--- src/rtl/cache_tag_controller.sv ---
// Cache tag controller: sequences tag lookup, dirty-victim writeback, line fill and
// tag/state update for single CPU requests, with saturating hit/miss counters.
module cache_tag_controller #(
    parameter int TAG_WIDTH     = 8,
    parameter int INDEX_WIDTH   = 4,
    parameter int OFFSET_WIDTH  = 4,
    parameter int ADDRESS_WIDTH = TAG_WIDTH + INDEX_WIDTH + OFFSET_WIDTH
) (
    input  logic                     clock,
    input  logic                     reset,
    input  logic                     cpuRead,
    input  logic                     cpuWrite,
    input  logic [ADDRESS_WIDTH-1:0] cpuAddress,
    output logic                     cpuDone,
    output logic [INDEX_WIDTH-1:0]   index,
    output logic [TAG_WIDTH-1:0]     tagIn,
    output logic [1:0]               stateIn,
    output logic                     writeTag,
    output logic                     writeState,
    input  logic [TAG_WIDTH-1:0]     tagOut,
    input  logic [1:0]               stateOut,
    input  logic                     hit,
    output logic                     memReadRequest,
    output logic                     memWriteRequest,
    output logic [ADDRESS_WIDTH-1:0] memAddress,
    input  logic                     memAck,
    output logic [15:0]              hitCount,
    output logic [15:0]              missCount
);

    localparam logic [1:0] ST_INVALID = 2'b00;
    localparam logic [1:0] ST_VALID   = 2'b01;
    localparam logic [1:0] ST_DIRTY   = 2'b10;

    typedef enum logic [2:0] {
        S_IDLE,
        S_LOOKUP,
        S_WRITEBACK,
        S_FILL,
        S_UPDATE,
        S_DONE
    } state_t;

    state_t                   r_state;
    logic [ADDRESS_WIDTH-1:0] r_addr;
    logic [ADDRESS_WIDTH-1:0] r_victim;
    logic                     r_write;
    logic [15:0]              r_hit_count;
    logic [15:0]              r_miss_count;

    logic [TAG_WIDTH-1:0]     w_tag;
    logic [INDEX_WIDTH-1:0]   w_index;
    logic [ADDRESS_WIDTH-1:0] w_fill_addr;
    logic                     w_lookup_hit;
    logic                     w_lookup_miss;
    logic [15:0]              w_hit_next;
    logic [15:0]              w_miss_next;
    logic                     w_unused_offset;

    assign w_tag           = r_addr[ADDRESS_WIDTH-1 -: TAG_WIDTH];
    assign w_index         = r_addr[OFFSET_WIDTH +: INDEX_WIDTH];
    assign w_fill_addr     = {w_tag, w_index, {OFFSET_WIDTH{1'b0}}};
    assign w_unused_offset = ^r_addr[OFFSET_WIDTH-1:0];
    assign w_lookup_hit    = (r_state == S_LOOKUP) && hit;
    assign w_lookup_miss   = (r_state == S_LOOKUP) && !hit;

    // Counters load their next value every cycle and stop at all-ones.
    assign w_hit_next  = (w_lookup_hit  && (r_hit_count  != 16'hFFFF)) ? r_hit_count  + 16'd1 : r_hit_count;
    assign w_miss_next = (w_lookup_miss && (r_miss_count != 16'hFFFF)) ? r_miss_count + 16'd1 : r_miss_count;

    // NOTE: sequential state uses non-blocking assignments so every flop samples pre-edge values.
    always_ff @(posedge clock or negedge reset) begin
        if (!reset) begin
            r_state  <= S_IDLE;
            r_addr   <= '0;
            r_victim <= '0;
            r_write  <= 1'b0;
        end else begin
            case (r_state)
                S_IDLE: begin
                    if (cpuRead || cpuWrite) begin
                        r_addr  <= cpuAddress;
                        r_write <= cpuWrite;
                        r_state <= S_LOOKUP;
                    end
                end
                S_LOOKUP: begin
                    if (hit) begin
                        r_state <= S_DONE;
                    end else if (stateOut == ST_DIRTY) begin
                        r_victim <= {tagOut, w_index, {OFFSET_WIDTH{1'b0}}};
                        r_state  <= S_WRITEBACK;
                    end else begin
                        r_state <= S_FILL;
                    end
                end
                S_WRITEBACK: if (memAck) r_state <= S_FILL;
                S_FILL:      if (memAck) r_state <= S_UPDATE;
                S_UPDATE:    r_state <= S_DONE;
                S_DONE:      r_state <= S_IDLE;
                default:     r_state <= S_IDLE;
            endcase
        end
    end

    always_ff @(posedge clock or negedge reset) begin
        if (!reset) begin
            r_hit_count  <= '0;
            r_miss_count <= '0;
        end else begin
            r_hit_count  <= w_hit_next;
            r_miss_count <= w_miss_next;
        end
    end

    // Strobes decode straight from the state register so an async reset clears them at once;
    // the write-hit state update must land inside the LOOKUP cycle itself.
    // NOTE: every output gets a default first so no path through the block infers a latch.
    always_comb begin
        cpuDone         = 1'b0;
        writeTag        = 1'b0;
        writeState      = 1'b0;
        stateIn         = ST_INVALID;
        memReadRequest  = 1'b0;
        memWriteRequest = 1'b0;
        memAddress      = '0;
        case (r_state)
            S_LOOKUP: begin
                if (hit && r_write) begin
                    writeState = 1'b1;
                    stateIn    = ST_DIRTY;
                end
            end
            S_WRITEBACK: begin
                memWriteRequest = 1'b1;
                memAddress      = r_victim;
            end
            S_FILL: begin
                memReadRequest = 1'b1;
                memAddress     = w_fill_addr;
            end
            S_UPDATE: begin
                writeTag   = 1'b1;
                writeState = 1'b1;
                stateIn    = r_write ? ST_DIRTY : ST_VALID;
            end
            S_DONE:  cpuDone = 1'b1;
            default: ;
        endcase
    end

    assign index     = w_index;
    assign tagIn     = w_tag;
    assign hitCount  = r_hit_count;
    assign missCount = r_miss_count;

endmodule

--- config.mk ---
export PLATFORM = sky130hd
export DESIGN_NAME = cache_tag_controller
export DESIGN_NICKNAME = d
export VERILOG_FILES = /design/src/rtl/cache_tag_controller.sv
export SDC_FILE = /design/constraint.sdc
export NUM_CORES = 1
export LEC_CHECK = 0
export BUFFER_PORTS_ARGS = -buffer_cell sky130_fd_sc_hd__buf_2
export CAP_MARGIN = 30
export CORE_MARGIN = 2
export CORE_UTILIZATION = 54
export CTS_BUF_LIST = sky130_fd_sc_hd__clkbuf_16
export CTS_CLUSTER_DIAMETER = 30
export DETAILED_ROUTE_END_ITERATION = 10
export PLACE_DENSITY = 0.86
export SKIP_CTS_REPAIR_TIMING = 1
export SYNTH_ARGS = -nofsm -noshare
export SYNTH_HDL_FRONTEND = slang
export SYNTH_SLANG_ARGS = --single-unit
--- constraint.sdc ---
create_clock -name clock -period 3 [get_ports clock]
set_input_delay 0.45 -clock clock [delete_from_list [all_inputs] [get_ports clock]]
set_output_delay 0.45 -clock clock [all_outputs]
set_load 0.01 [all_outputs]
* Word level (Yosys, flattened, before mapping)
Index checks and enable logic that the tools add are counted.
Widths: inputs -> output; s select.
** Word-level totals
- Memories :: 0
- Input bits :: 32
- Memory bits (read-only) :: 0
- Register bits :: 64
- Logic and storage cells :: 47
- Memory bits (writable) :: 0
- Latch bits :: 0
- Output and inout bits :: 67
** Cells by class
- Bitwise logic cells :: 1
- Divide/modulo/power cells :: 0
- Multiply operators :: 0
- Magnitude comparators :: 0
- Add/subtract/negate cells :: 2
- Reduce and logical (&&, ||, !) cells :: 11
- Shift-type cells :: 0
- Eq/ne operators :: 11
- Multiplexer cells :: 16
** Operators with widths (number)
- $add 16x1->16 const B :: 2
- $ne 16x16->1 const B :: 2
- $pmux 16 s2 :: 1
- $pmux 3 s5 :: 1
- $mux 3 :: 4
- $eq 3x2->1 const B :: 2
- $eq 3x3->1 const B :: 2
- $mux 1 :: 6
- $ne 2x2->1 const B :: 3
- $reduce_and 3->1 :: 2
- $logic_and 1x1->1 :: 5
- $mux 2 :: 2
- $pmux 2 s2 :: 1
- $eq 3x1->1 const B :: 1
- $logic_not 3->1 :: 1
- $eq 2x2->1 const B :: 1
- $pmux 1 s2 :: 1
- $reduce_and 2->1 :: 1
- $logic_not 1->1 :: 1
- $logic_or 1x1->1 :: 1
- $not 1->1 :: 1

* Longest topological paths before layout
- Depth after elaboration :: 4
- Depth in mapped cells :: 5
- Depth with buffers taken out :: 5

* Worst setup path before layout
No wires, ideal clock.
- Path kind :: reg-to-output
- Start point :: reg r_state[0]
- End point :: out memAddress[10]
- Data required time :: 2550 ps
- Arrival time :: 1521 ps
- Path slack :: 1029 ps
- Cell stages (with the launch flop) :: 5
- Path through :: dfrtp_1 clkbuf_1 nor3b_1 clkbuf_1 a22o_1
** Between the ends
- Cells in the longest elaborated chain, start to end :: 2
** RTL lines
- from (decl) :: line 44 : state_t r_state;
- from (signal assigned) :: line 74 : r_state <= S_IDLE;
- from (signal assigned) :: line 84 : r_state <= S_LOOKUP;
- from (signal assigned) :: line 89 : r_state <= S_DONE;
- $eq 3x2->1 :: line 127 : case (r_state)
- $pmux 16 s2 (*) :: line 127
- to (decl) :: line 25 : output logic [ADDRESS_WIDTH-1:0] memAddress,
Every way passes the cells marked *; elsewhere a longest branch is shown, timed or not.

* Final worst setup path
- Start point :: reg r_state[1]
- End point :: out memAddress[15]
Same word-level chain as after synthesis.

==> impl_metrics.tcl <==
set metrics [dict create \
    grt-ovfl-total 0 \
    antenna_found_initial 0 \
    final_util_pct 72.3 \
    r2r-end "r_victim[12]" \
    cts_tree "yes" \
    yosysSeqAreaShare_pct 51.0 \
    netlist_instances 250 \
    avgViaCountPerCell 5.72 \
    synth_edf_count 0 \
    met3_usage_pct 6.51 \
    placed_cells 405 \
    first_pass_iters 4 \
    synth_cell_type_count 48 \
    worstMarginPinSlew_ps 849 \
    vias 2409 \
    rows 26 \
    h-tree-depth 3 \
    numCtsBuffers 9 \
    postRouteAntennaNets 0 \
    startpoint_type "register" \
    drive_above_1_share_pct 41.6 \
    fin_setup_tns_ps 0 \
    synth_top_area_cell "dfrtp_1" \
    start_util_pct 57.0 \
    grt_use_total_pct 23.4 \
    grt_first_pass_wirelength_um 11300 \
    grt_max_degree 40 \
    crit_required_ps 2550 \
    critical_path_class "reg -> out" \
    cp-end-kind "output pin" \
    r2r_start "r_state[1]" \
    portBuffers 90 \
    drv_cap 0 \
    ys_async_sr_fraction_pct 100 \
    drc_errors 0 \
    ys_seq_elements 60 \
    worst_skew_pair.late_latency_ps 320 \
    min_period_ps 2320 \
    slew_violations 0 \
    area_growth_pct 27.0 \
    r2r_cells 3 \
    rsz0062_at_grt "false" \
    gp_congestion 0.783 \
    dpl.hpwl_um 4660 \
    path_max_fanout 15 \
    core-area_um2 5170 \
    finalClockSkew_ps 4.02 \
    cts_buffer_depth 2 \
    avgRoutedWirePerCell_um 15.9 \
    syn_area_um2 2950 \
    clk_pin_slew_ps 60 \
    peakVddDrop_uv 582 \
    totalWireLength_um 6700 \
    slew_headroom_pct 43.4 \
    ys.flop_type "dfrtp_1" \
    grt.busiest_layer "met2" \
    setup_slack_ps 676 \
    fp.dieW_um 77.9 \
    max_freq_mhz 430 \
    dieArea_um2 6060 \
    setup_viol 0 \
    power_density_nw_per_um2 876 \
    cts-root-buf "clkbuf_16" \
    total_leakage_power_nw 1.92 \
    fin_cells 421 \
    final_net_count 380 \
    use_met1_pct 28.0 \
    regToRegSetupSlack_ps 900 \
    grt_pass1_vias 2468 \
    syn_area_per_cell_um2 11.8 \
    status "finished, final reports clean" \
    finalHoldViolCount 0 \
    clock-sinks 60 \
    dp_slack_ps 848 \
    ios 99 \
    die_h_um 77.9 \
    period_share_pct 77.5 \
    critical_path_arrival_ps 1870 \
    synth_top_cell_area_share_pct 51.0 \
    synth_area_leaders "dfrtp_1 51%, mux2_2 11%, xor2_1 6.5%, a22o_1 3.9%, nor3_1 2.0%" \
    yosys_warnings 0 \
    antenna_cells 0 \
    drt_iter0_drc 114 \
    holdCritPathClass "in -> async" \
    use_met2_pct 39.7 \
]
==> state kept, by name, indices dropped and copies added, names as in the netlist <==
name       count
r_write        1
r_victim      12
missCount     16
hitCount      16
r_state        3
r_addr        12
==> cell usage after synthesis (2+ instances only) <==
cell,n
a21o_1,2
ha_1,2
and3_1,3
mux2_2,28
buf_4,4
dfrtp_1,60
buf_1,2
clkbuf_1,4
nand2b_1,2
o21ai_0,2
o21a_1,3
nor4_1,3
a21oi_1,10
nor4b_1,3
inv_1,2
xor2_1,22
nor3_1,12
a211oi_1,2
and4_1,2
a22o_1,13
nand2_1,10
nor3b_1,4
nor4bb_1,2
nor2_1,13
nand4_1,9
nand3_1,8
and3b_1,2
==> critical path, cell delays in order (launching register included) <==
cell,delay (ps)
dfrtp_1,620
and3b_1,580
a22o_1,230
buf_2,130
==> layer usage <==
layer | up-vias | part of all wire, % | wire, um
met4 | 0 | 1.6 | 108
met3 | 11 | 6.9 | 462
met2 | 94 | 50 | 3380
met1 | 1188 | 41 | 2750
met5 | - | 0 | 0
li1 | 1116 | - | -
==> layout make-up <==
cell class              instances  area, um2
fillers                       358       1430
inverters                       2       7.51
flip-flops and latches         60       1500
clock inverters                 7       52.6
clock buffers                   9        225
multi-input cells             179       1390
well taps                      70       87.6
repair buffers                 94        480
==> placed cells by master, fill, tap and decap left out, types with 4 or more instances in the layout <==
cell type   synthesis  layout
clkinvlp_4          0       4
nor3_1             12      12
a22o_1             13      13
xor2_1             22      22
buf_2               1      90
buf_4               4       4
conb_1              1       4
mux2_2             28      28
nand4_1             9       9
nor3b_1             4       4
a21oi_1            10      10
clkbuf_16           0       9
nor2_1             13      13
nand2_1            10      10
nand3_1             8       8
dfrtp_1            60      60
==> stage by stage <==
stage | instance area, um2 | hold WS (ps) | power, mW
after floorplan | 2960 | 154 | 1.96
after global placement | 3460 | 488 | 2.29
after detailed placement | 3460 | 495 | 2.36
after CTS | 3740 | 269 | 3.30
after global routing | 3740 | 319 | 3.46
final | 3740 | 237 | 3.28
==> how the worst max path moves through the flow <==
stage                          start        endpoint  slack, ps  cells after the start
final                     r_state[1]  memAddress[15]        680                      3
after global routing      r_state[1]  memAddress[10]        580                      3
after CTS                 r_state[1]  memAddress[15]        650                      3
after detailed placement  r_state[1]    r_victim[12]        850                      3
after global placement    r_state[1]    r_victim[10]        890                      3
after floorplan           r_state[0]  memAddress[10]       1030                      4
==> power by group <==
group | internal, mW | switching, mW
logic | 0.516 | 0.469
clock network | 0.560 | 0.377
registers | 1.06 | 0.293
total | 2.14 | 1.14
==> logic make-up (layout without fill, tap and decap cells) <==
| group | Yosys count | in the layout | synth area share [%] |
|---|---|---|---|
| other | 1 | 4 | 0.127 |
| AOI/OAI and AO/OA | 38 | 38 | 9.72 |
| muxes | 28 | 28 | 10.7 |
| and+or+nand+nor | 84 | 84 | 18.4 |
| DFF | 60 | 60 | 51.0 |
| adders and majority gates | 2 | 2 | 0.849 |
| xor gates and xnor gates | 23 | 23 | 6.84 |
| buffers and inverters | 14 | 112 | 2.38 |
(Power assumes the default switching activity.)
